<file path="config.mk">
export PLATFORM = sky130hd
export DESIGN_NAME = key_schedule_ctrl_flat
export DESIGN_NICKNAME = d
export VERILOG_FILES = /design/src/rtl/key_schedule_ctrl_pkg.sv /design/src/rtl/key_schedule_ctrl_if.sv /design/src/rtl/key_schedule_ctrl_rcon_gen.sv /design/src/rtl/key_schedule_ctrl.sv /design/src/flat_wrapper.sv
export SDC_FILE = /design/constraint.sdc
export NUM_CORES = 1
export LEC_CHECK = 0
export CORE_MARGIN = 4
export CORE_UTILIZATION = 45
export CTS_BUF_LIST = sky130_fd_sc_hd__clkbuf_16
export DETAILED_ROUTE_END_ITERATION = 16
export GPL_ROUTABILITY_DRIVEN = 0
export PLACE_DENSITY = 0.75
export SLEW_MARGIN = 10
export SYNTH_ARGS = -nofsm -noshare
export SYNTH_HDL_FRONTEND = slang
export SYNTH_SLANG_ARGS = --single-unit
</file>
<file path="constraint.sdc">
create_clock -name clk -period 1.8 [get_ports clk]
set_input_delay 0.27 -clock clk [delete_from_list [all_inputs] [get_ports clk]]
set_output_delay 0.27 -clock clk [all_outputs]
set_load 0.01 [all_outputs]
</file>
<file path="src/rtl/key_schedule_ctrl_pkg.sv">
// Shared types and helpers for the key schedule sequencer and its neighbours.
package key_schedule_ctrl_pkg;

  // Sequencer states; REQ/PREP/WAIT cover borrowing the shared S-box.
  typedef enum logic [2:0] {
    IDLE,
    LOAD,
    FIRST,
    REQ,
    PREP,
    WAIT,
    ROUND,
    DONE
  } ks_state_e;

  localparam logic [7:0] RCON_INIT = 8'h01;
  localparam logic [7:0] RCON_POLY = 8'h1B;

  // Wide enough for the longest counted phase (key load, up to 32 cycles).
  localparam int CNT_W = 5;

  // Multiply by x in GF(2^8); also used by the MixColumns controller.
  function automatic logic [7:0] xtime(input logic [7:0] b);
    return {b[6:0], 1'b0} ^ (b[7] ? RCON_POLY : 8'h00);
  endfunction

endpackage

</file>
<file path="src/rtl/key_schedule_ctrl_if.sv">
// Handshake and strobe bundle between the key schedule sequencer (master)
// and the key register unit / S-box arbiter / upstream key source (slave).
interface key_schedule_ctrl_if;

  logic       start;
  logic       hold;
  logic       sbox_gnt;
  logic       sbox_req;
  logic       key_byte_req;
  logic       en;
  logic       dochoosesboxin;
  logic       key_reg_move;
  logic       dofirstsubkey;
  logic       dokeyfirstcol;
  logic       dokeyothercol;
  logic       doxorRcon;
  logic [7:0] Rcon;
  logic       subkey_valid;
  logic       subkey_last;
  logic [3:0] round_idx;
  logic       busy;
  logic       done;

  modport master (
    input  start, hold, sbox_gnt,
    output sbox_req, key_byte_req, en, dochoosesboxin, key_reg_move,
           dofirstsubkey, dokeyfirstcol, dokeyothercol, doxorRcon, Rcon,
           subkey_valid, subkey_last, round_idx, busy, done
  );

  modport slave (
    output start, hold, sbox_gnt,
    input  sbox_req, key_byte_req, en, dochoosesboxin, key_reg_move,
           dofirstsubkey, dokeyfirstcol, dokeyothercol, doxorRcon, Rcon,
           subkey_valid, subkey_last, round_idx, busy, done
  );

endinterface

</file>
<file path="src/rtl/key_schedule_ctrl_rcon_gen.sv">
// rcon_gen: round constant register. Reloads to 01 on init and steps by
// xtime on advance; shared with the data path's round counter.
module rcon_gen
  import key_schedule_ctrl_pkg::*;
(
  input  logic       clk,
  input  logic       rst_n,
  input  logic       init,
  input  logic       advance,
  output logic [7:0] rcon
);

  // Round constant register: reset/init to 01, otherwise hold or advance.
  always_ff @(posedge clk) begin
    if (!rst_n) begin
      rcon <= RCON_INIT;
    end else if (init) begin
      rcon <= RCON_INIT;
    end else if (advance) begin
      rcon <= xtime(rcon);
    end
  end

endmodule

</file>
<file path="src/rtl/key_schedule_ctrl.sv">
// key_schedule_ctrl: sequencer for the byte-serial key register unit.
// Loads a 128-bit key one byte per cycle, streams the round-0 key, then for
// each later round borrows the shared S-box and streams the next round key
// two bytes per cycle. hold stalls the streaming phases only.
module key_schedule_ctrl
  import key_schedule_ctrl_pkg::*;
#(
  parameter int NR          = 10,
  parameter int LOAD_CYCLES = 16,
  parameter int SBOX_LAT    = 1
) (
  input logic                 clk,
  input logic                 rst_n,
  key_schedule_ctrl_if.master bus
);

  localparam logic [CNT_W-1:0] LOAD_LAST = CNT_W'(LOAD_CYCLES - 1);
  localparam logic [CNT_W-1:0] COL_LAST  = CNT_W'(7);
  localparam logic [CNT_W-1:0] PREP_LAST = CNT_W'(1);
  localparam logic [CNT_W-1:0] WAIT_LAST = CNT_W'(SBOX_LAT - 1);
  localparam logic [3:0]       NR_IDX    = 4'(NR);

  ks_state_e        state, state_next;
  logic [CNT_W-1:0] cnt, cnt_next;
  logic [3:0]       round_q;
  logic             done_q;
  logic [7:0]       rcon;

  logic stalled;
  logic accept_start;
  logic first_end;
  logic round_end;

  logic sbox_req_c, en_c, dochoosesboxin_c, key_reg_move_c, dofirstsubkey_c;
  logic dokeyfirstcol_c, dokeyothercol_c, doxorRcon_c, subkey_valid_c, subkey_last_c;

  assign stalled      = bus.hold && (state == FIRST || state == ROUND);
  assign accept_start = (state == IDLE) && bus.start;
  assign first_end    = (state == FIRST) && !stalled && (cnt == COL_LAST);
  assign round_end    = (state == ROUND) && !stalled && (cnt == COL_LAST);

  // State and phase counter register.
  always_ff @(posedge clk) begin
    if (!rst_n) begin
      state <= IDLE;
      cnt   <= '0;
    end else begin
      state <= state_next;
      cnt   <= cnt_next;
    end
  end

  // Next state and phase counter; the counter restarts at every phase change
  // and freezes while the streaming phases are stalled.
  always_comb begin
    state_next = state;
    cnt_next   = cnt;
    case (state)
      IDLE: begin
        if (bus.start) begin
          state_next = LOAD;
          cnt_next   = '0;
        end
      end
      LOAD: begin
        if (cnt == LOAD_LAST) begin
          state_next = FIRST;
          cnt_next   = '0;
        end else begin
          cnt_next = cnt + 1'b1;
        end
      end
      FIRST: begin
        if (first_end) begin
          state_next = REQ;
          cnt_next   = '0;
        end else if (!stalled) begin
          cnt_next = cnt + 1'b1;
        end
      end
      REQ: begin
        if (bus.sbox_gnt) begin
          state_next = PREP;
          cnt_next   = '0;
        end
      end
      PREP: begin
        if (cnt == PREP_LAST) begin
          state_next = WAIT;
          cnt_next   = '0;
        end else begin
          cnt_next = cnt + 1'b1;
        end
      end
      WAIT: begin
        if (cnt == WAIT_LAST) begin
          state_next = ROUND;
          cnt_next   = '0;
        end else begin
          cnt_next = cnt + 1'b1;
        end
      end
      ROUND: begin
        if (round_end) begin
          state_next = (round_q == NR_IDX) ? DONE : REQ;
          cnt_next   = '0;
        end else if (!stalled) begin
          cnt_next = cnt + 1'b1;
        end
      end
      DONE: begin
        state_next = IDLE;
        cnt_next   = '0;
      end
      default: begin
        state_next = IDLE;
        cnt_next   = '0;
      end
    endcase
  end

  // Round index (1 from the end of the round-0 key, saturating at NR) and the
  // registered done pulse, which is high exactly while in DONE.
  always_ff @(posedge clk) begin
    if (!rst_n) begin
      round_q <= '0;
      done_q  <= 1'b0;
    end else begin
      done_q <= (state_next == DONE);
      if (accept_start) begin
        round_q <= '0;
      end else if (first_end) begin
        round_q <= 4'd1;
      end else if (round_end && round_q != NR_IDX) begin
        round_q <= round_q + 4'd1;
      end
    end
  end

  rcon_gen u_rcon (
    .clk     (clk),
    .rst_n   (rst_n),
    .init    (accept_start),
    .advance (round_end),
    .rcon    (rcon)
  );

  // Strobe decode from state and counter; a stall blanks the streaming strobes.
  always_comb begin
    sbox_req_c       = 1'b0;
    en_c             = 1'b0;
    dochoosesboxin_c = 1'b0;
    key_reg_move_c   = 1'b0;
    dofirstsubkey_c  = 1'b0;
    dokeyfirstcol_c  = 1'b0;
    dokeyothercol_c  = 1'b0;
    doxorRcon_c      = 1'b0;
    subkey_valid_c   = 1'b0;
    subkey_last_c    = 1'b0;
    case (state)
      LOAD: en_c = 1'b1;
      FIRST: begin
        if (!stalled) begin
          dofirstsubkey_c = 1'b1;
          key_reg_move_c  = 1'b1;
          subkey_valid_c  = 1'b1;
        end
      end
      REQ:  sbox_req_c = 1'b1;
      PREP: begin
        sbox_req_c       = 1'b1;
        dochoosesboxin_c = (cnt == PREP_LAST);
      end
      WAIT: sbox_req_c = 1'b1;
      ROUND: begin
        if (!stalled) begin
          key_reg_move_c  = 1'b1;
          subkey_valid_c  = 1'b1;
          dokeyfirstcol_c = (cnt < CNT_W'(2));
          dokeyothercol_c = (cnt >= CNT_W'(2));
          doxorRcon_c     = (cnt == '0);
          subkey_last_c   = (cnt == COL_LAST) && (round_q == NR_IDX);
        end
      end
      default: begin
      end
    endcase
  end

  assign bus.sbox_req       = sbox_req_c;
  assign bus.en             = en_c;
  assign bus.key_byte_req   = en_c;
  assign bus.dochoosesboxin = dochoosesboxin_c;
  assign bus.key_reg_move   = key_reg_move_c;
  assign bus.dofirstsubkey  = dofirstsubkey_c;
  assign bus.dokeyfirstcol  = dokeyfirstcol_c;
  assign bus.dokeyothercol  = dokeyothercol_c;
  assign bus.doxorRcon      = doxorRcon_c;
  assign bus.subkey_valid   = subkey_valid_c;
  assign bus.subkey_last    = subkey_last_c;
  assign bus.Rcon           = rcon;
  assign bus.round_idx      = round_q;
  assign bus.busy           = (state != IDLE);
  assign bus.done           = done_q;

endmodule

</file>
<file path="src/flat_wrapper.sv">
// flat-port wrapper written by rule: the top's interface ports become plain ports
module key_schedule_ctrl_flat import key_schedule_ctrl_pkg::*;
#(
  parameter int NR          = 10,
  parameter int LOAD_CYCLES = 16,
  parameter int SBOX_LAT    = 1
)
  (clk, rst_n, bus_start, bus_hold, bus_sbox_gnt, bus_sbox_req, bus_key_byte_req, bus_en, bus_dochoosesboxin, bus_key_reg_move, bus_dofirstsubkey, bus_dokeyfirstcol, bus_dokeyothercol, bus_doxorRcon, bus_Rcon, bus_subkey_valid, bus_subkey_last, bus_round_idx, bus_busy, bus_done);
  key_schedule_ctrl_if bus_i ();
  input logic clk;
  input logic rst_n;
  input wire logic [$bits(bus_i.start)-1:0] bus_start;
  input wire logic [$bits(bus_i.hold)-1:0] bus_hold;
  input wire logic [$bits(bus_i.sbox_gnt)-1:0] bus_sbox_gnt;
  output wire logic [$bits(bus_i.sbox_req)-1:0] bus_sbox_req;
  output wire logic [$bits(bus_i.key_byte_req)-1:0] bus_key_byte_req;
  output wire logic [$bits(bus_i.en)-1:0] bus_en;
  output wire logic [$bits(bus_i.dochoosesboxin)-1:0] bus_dochoosesboxin;
  output wire logic [$bits(bus_i.key_reg_move)-1:0] bus_key_reg_move;
  output wire logic [$bits(bus_i.dofirstsubkey)-1:0] bus_dofirstsubkey;
  output wire logic [$bits(bus_i.dokeyfirstcol)-1:0] bus_dokeyfirstcol;
  output wire logic [$bits(bus_i.dokeyothercol)-1:0] bus_dokeyothercol;
  output wire logic [$bits(bus_i.doxorRcon)-1:0] bus_doxorRcon;
  output wire logic [$bits(bus_i.Rcon)-1:0] bus_Rcon;
  output wire logic [$bits(bus_i.subkey_valid)-1:0] bus_subkey_valid;
  output wire logic [$bits(bus_i.subkey_last)-1:0] bus_subkey_last;
  output wire logic [$bits(bus_i.round_idx)-1:0] bus_round_idx;
  output wire logic [$bits(bus_i.busy)-1:0] bus_busy;
  output wire logic [$bits(bus_i.done)-1:0] bus_done;
  assign bus_i.start = bus_start;
  assign bus_i.hold = bus_hold;
  assign bus_i.sbox_gnt = bus_sbox_gnt;
  assign bus_sbox_req = bus_i.sbox_req;
  assign bus_key_byte_req = bus_i.key_byte_req;
  assign bus_en = bus_i.en;
  assign bus_dochoosesboxin = bus_i.dochoosesboxin;
  assign bus_key_reg_move = bus_i.key_reg_move;
  assign bus_dofirstsubkey = bus_i.dofirstsubkey;
  assign bus_dokeyfirstcol = bus_i.dokeyfirstcol;
  assign bus_dokeyothercol = bus_i.dokeyothercol;
  assign bus_doxorRcon = bus_i.doxorRcon;
  assign bus_Rcon = bus_i.Rcon;
  assign bus_subkey_valid = bus_i.subkey_valid;
  assign bus_subkey_last = bus_i.subkey_last;
  assign bus_round_idx = bus_i.round_idx;
  assign bus_busy = bus_i.busy;
  assign bus_done = bus_i.done;
  key_schedule_ctrl #(.NR(NR), .LOAD_CYCLES(LOAD_CYCLES), .SBOX_LAT(SBOX_LAT)) u_core (.clk(clk), .rst_n(rst_n), .bus(bus_i));
endmodule
</file>
[Word level (Yosys, flattened, before mapping)]
Cells that the tools add are included.
Operators by class
  magnitude comparators: 2
  bitwise logic cells: 2
  divide/modulo/power cells: 0
  multiply operators: 0
  add/sub/neg operators: 2
  shifts and indexed selects: 0
  reductions and logical operators: 19
  equal/unequal tests: 15
  mux-type cells: 35
Operators with widths (number)
  $mux 5: 9
  $pmux 5 s8: 1
  $mux 3: 8
  $pmux 3 s8: 1
  $mux 1: 16
  $eq 3x3->1 const B: 5
  $logic_and 1x1->1: 8
  $xor 8x5->8: 1
  $eq 3x2->1 const B: 2
  $reduce_or 3->1: 2
  $add 5x1->5 const B: 1
  $eq 5x1->1 const B: 1
  $eq 5x3->1 const B: 1
  $eq 5x4->1 const B: 1
  $ge 5x2->1 const B: 1
  $logic_not 5->1: 1
  $lt 5x2->1 const B: 1
  $add 4x1->4 const B: 1
  $eq 4x4->1 const B: 1
  $ne 2x2->1 const B: 2
  $ne 4x4->1 const B: 1
  $reduce_or 2->1: 2
  $eq 3x1->1 const B: 1
  $logic_not 3->1: 1
  6 further kinds: 6
Storage, ports and cells
  output and inout bits: 25
  input port bits: 5
  bits in latches: 0
  bits in writable memories: 0
  word-level logic and storage cells: 81
  ROM bits: 0
  memories: 0
  register bits after elaboration: 21

[Longest topological paths before layout]
Gate-level depths: netlist of run 1.
  depth after elaboration: 9
  mapped depth: 8

[By module]
A second synthesis of run 1 with hierarchy kept.
Second synthesis, totals
  cell total of the unflattened synthesis: 157
  area total of the unflattened synthesis: 1326.3 µm²
Modules (own cells, without submodules)
  key_schedule_ctrl: cells each 126, seq. area each 260.2 µm², instances 1, area an instance 991.0 µm²
  rcon_gen: cells each 31, seq. area each 160.2 µm², instances 1, area an instance 335.3 µm²

[Worst setup path after synthesis of run 1]
OpenSTA, ideal clock, no wires.
  path type: reg2reg
  start point: reg u_core.cnt[1]
  end point: reg u_core.cnt[3]
  arrival time: 1.525 ns
  setup slack: 0.154 ns
  setup time: 0.120 ns
  stages on the path, launching flop included: 7
  period minus slack after synthesis: 1.646 ns
  data required time: 1.680 ns
  cells stage by stage: dfxtp_1 -> inv_1 -> ha_1 -> or4b_4 -> a32oi_2 -> and3_1 -> o21ai_1
Between the ends
  cells in the longest elaborated chain, start to end: 4
Ends and longest elaborated chain
  start: declaration: RTL line key_schedule_ctrl.sv:24  | logic [CNT_W-1:0] cnt, cnt_next;
  start signal: assignment: RTL line key_schedule_ctrl.sv:49  | cnt <= cnt_next;
  $add 5x1->5 or $eq 5x3->1 (tied branches)
  $mux 5 (tied with other cells): RTL line key_schedule_ctrl.sv:77, key_schedule_ctrl.sv:107
  $mux 5 (on tied branches): RTL line key_schedule_ctrl.sv:104, key_schedule_ctrl.sv:74
  $pmux 5 s8 (*): RTL line key_schedule_ctrl.sv:58  | case (state)
Every way passes the cells marked *; elsewhere a longest branch is shown, timed or not.
A chain may end at the register's enable or synchronous reset.

[Worst setup path after layout of run 1]
  start point: reg u_core.cnt[0]
  end point: reg u_core.cnt[3]
Same word-level chain as after synthesis.

==> run summary, run 1 <==
Crit path largest cell delay -> 0.47 ns
CP Data Arrival Time -> 1.98 ns
slew margin rel. -> 0.657
number of antenna violations at the first check in global routing -> 0
# fillers -> 185
hold_buf cts -> 0
largest net degree at the start of global routing -> 14
CTS tree -> built
Netlist cell types -> 47
Max VDD drop -> 0.434 mV
Fmax achieved -> 0.547 GHz
DR vias -> 1560
routed len/inst -> 18.8 um
YS warnings -> 0
clk buf depth -> 2
die height -> 63.0 um
CTS clk-pin slew, worst paths -> 0.06 ns
Final WS setup -> -0.0279 ns
final instance area -> 2180 um^2
leakage power -> 0.921 nW
final hold violation count -> 0
initial core utilization -> 0.480
RSZ-0062 raised after global routing -> yes
CTS Sinks -> 21
Hold Crit Class -> register to register
core box area -> 2830 um^2
Syn Nets -> 177
area grow syn2layout -> 60.2%
Worst setup EP type -> register
antenna-violating nets left -> 0
Tcrit/Tclk final -> 1.02
global-route wire length before repair -> 7110 um
Synth Instances -> 164
met3 Use GR -> 0.0288
CP cell instances -> inv_2 -> ha_2 -> or4b_4 -> buf_6 -> a22oi_2 -> and3_1 -> o21ai_1
Clock Latency Late Sink -> 0.26 ns
CP bufs+invs -> 2
share of layout cells above drive strength 1 -> 0.374
violated checks -> setup timing
count of pins over their slew limit -> 0
Rows -> 19
post-synthesis sequential area ratio -> 0.309
Async SR Flop Fraction -> 0
Avg Cell Area, Syn -> 8.29 um^2
final-stage net count -> 241
H-tree depth -> 1
Tightest Pin Transition -> 0.511 ns
Post-DP HPWL -> 2970 um
dominant synthesized flop cell -> dfxtp_1
antenna cells -> 0
I/O Pins -> 30
PortBufs -> 29
CP max FO -> 4
Congestion Overflow GR -> 0
cell area after synthesis -> 1360 um^2
post-layout minimum cycle time -> 1.83 ns
Max-Cap Viols -> 0
# setup viols final -> 5
status -> finished with violations
post-layout util -> 0.770
Worst path slowest cell -> or4b_4
Die Width -> 63.0 um
GR Layer Usage met1 -> 0.272
clock skew -> 0.00631 ns
final hold slack -> 0.481 ns
Yosys top cell by area -> dfxtp_1
root buffer cell -> clkbuf_16
fin cells -> 258
vias in the first global route -> 1475
Worst setup SP type -> register
Total GRT Usage -> 0.222
Initial DRT Pass Iterations -> 4
top cell type's share of synthesized area -> 0.309
delay-heaviest family, CP -> simple AND/OR/NAND/NOR gates
synth cell count leaders -> dfxtp_1, nand2_1, nor2_1
Yosys reg bits -> 21
vias per inst -> 6.05
met2 usage -> 0.381
initial drt markers -> 77
Cell Area, Placed -> 1890 um^2
Cell Pwr Density -> 504 nW/um^2
placed insts -> 249
EDFF count, synth -> 0
die area -> 3960 um^2
post-route DRC violation count -> 0
TNS Setup -> -0.0857 ns
gr busiest metal -> met2
TritonCTS Buffers -> 3
CP required -> 1.95 ns
WS Path Type -> register to register
final wirelength -> 4840 um
top post-synthesis cells by area -> dfxtp_1, ha_1, nand2_1
==> area by class of cell <==
cell class              count  area, um^2  area share
repair buffers             69         598       0.275
well taps                  31        38.8      0.0178
inverters                  10        37.5      0.0172
flip-flops and latches     21         429       0.197
multi-input cells         123         993       0.456
clock buffers               3        75.1      0.0345
clock inverters             1        5.00     0.00230
==> metal layers <==
metal,routed length [um],share of wire
met5,0,0
met1,2020,0.42
met2,2370,0.49
met3,307,0.063
met4,146,0.030
==> metrics by stage <==
stage,setup slack (ns),power (mW)
finish,-0.0279,1.10
detailed placement,-0.319,0.603
floorplan,0.154,0.535
CTS,-0.000376,1.08
global route,-0.0846,1.13
global placement,-0.281,0.598
==> tightest hold or removal path: cells and delay by family, from the launching register on <==
kind,cells,cell delay [ns]
flops,1,0.33
simple gates,1,0.06
compound gates,1,0.05
==> cells in the final DEF, fill, tap and decap left out, types with 2 or more instances in the layout <==
cell             instances
or4b_4                   2
a211oi_1                 3
nand2_1                 21
ha_4                     3
ha_1                     4
dlygate4sd2_1            5
dlymetal6s2s_1           3
and3_1                   3
buf_4                   33
a31oi_1                  2
or3_1                    2
clkbuf_16                3
o21ai_0                  4
clkdlybuf4s50_1         16
a21oi_1                  9
inv_1                    6
nand3_1                  6
and4bb_2                 2
buf_2                    3
dfxtp_1                 16
nor2_1                  10
nor3_4                   2
o21ai_1                  2
nand3b_1                 3
and3b_1                  3
xnor2_1                  4
buf_6                    6
dfxtp_2                  4
a21o_1                   2
nor3_1                   4
inv_2                    4
nand4_1                  2
a211oi_2                 4
==> power breakdown <==
group	switching [mW]	total (mW)	internal [mW]
logic	0.0661	0.138	0.0718
clock network	0.187	0.486	0.299
registers	0.00553	0.473	0.467
total	0.259	1.10	0.838
==> state kept, by name (all words and copies together) (netlist names) <==
name / flops
u_core.u_rcon.rcon: 8
u_core.cnt: 5
u_core.bus.round_idx: 4
u_core.state: 3
u_core.bus.done: 1
==> cells by family (layout without fill, tap and decap cells) <==
group                      after synthesis  after routing  share of synthesized area
AOI/OAI and AO/OA                       41             41                      0.221
xor gates and xnor gates                 4              4                     0.0258
adders and majority gates                8              8                     0.0737
buffers and inverters                   20             83                     0.0718
DFF                                     21             21                      0.309
and+or+nand+nor                         70             70                      0.298
==> final timing paths <==
check | startpoint | end | slack [ns] | cells past startpoint
setup / recovery | u_core.cnt[0]$_SDFFE_PN0P_ | u_core.cnt[3]$_SDFFE_PN0P_ | -0.03 | 7
hold / removal | u_core.u_rcon.rcon[6]$_SDFFE_PP0P_ | u_core.u_rcon.rcon[7]$_SDFFE_PP0P_ | 0.48 | 2
setup reg to reg | u_core.cnt[0]$_SDFFE_PN0P_ | u_core.cnt[3]$_SDFFE_PN0P_ | -0.03 | 7
hold reg to reg | u_core.u_rcon.rcon[6]$_SDFFE_PP0P_ | u_core.u_rcon.rcon[7]$_SDFFE_PP0P_ | 0.48 | 2
==> repair_timing <==
| item | 4_1_cts | 5_1_grt |
|---|---|---|
| setup endpoints to repair | 18 | 19 |
| pin swaps | 2 | 5 |
| gates resized for setup | 39 | 26 |
| gates cloned | 0 | 1 |
| buffers inserted | 0 | 4 |
No activity file was read; power rests on OpenSTA's default activity.
==> run 2: changes to the inputs <==
Settings changed: CTS_CLUSTER_DIAMETER from default to 50.
==> results of run 2 <==
Final layout, timing and power as in run 1 (identical DEF).
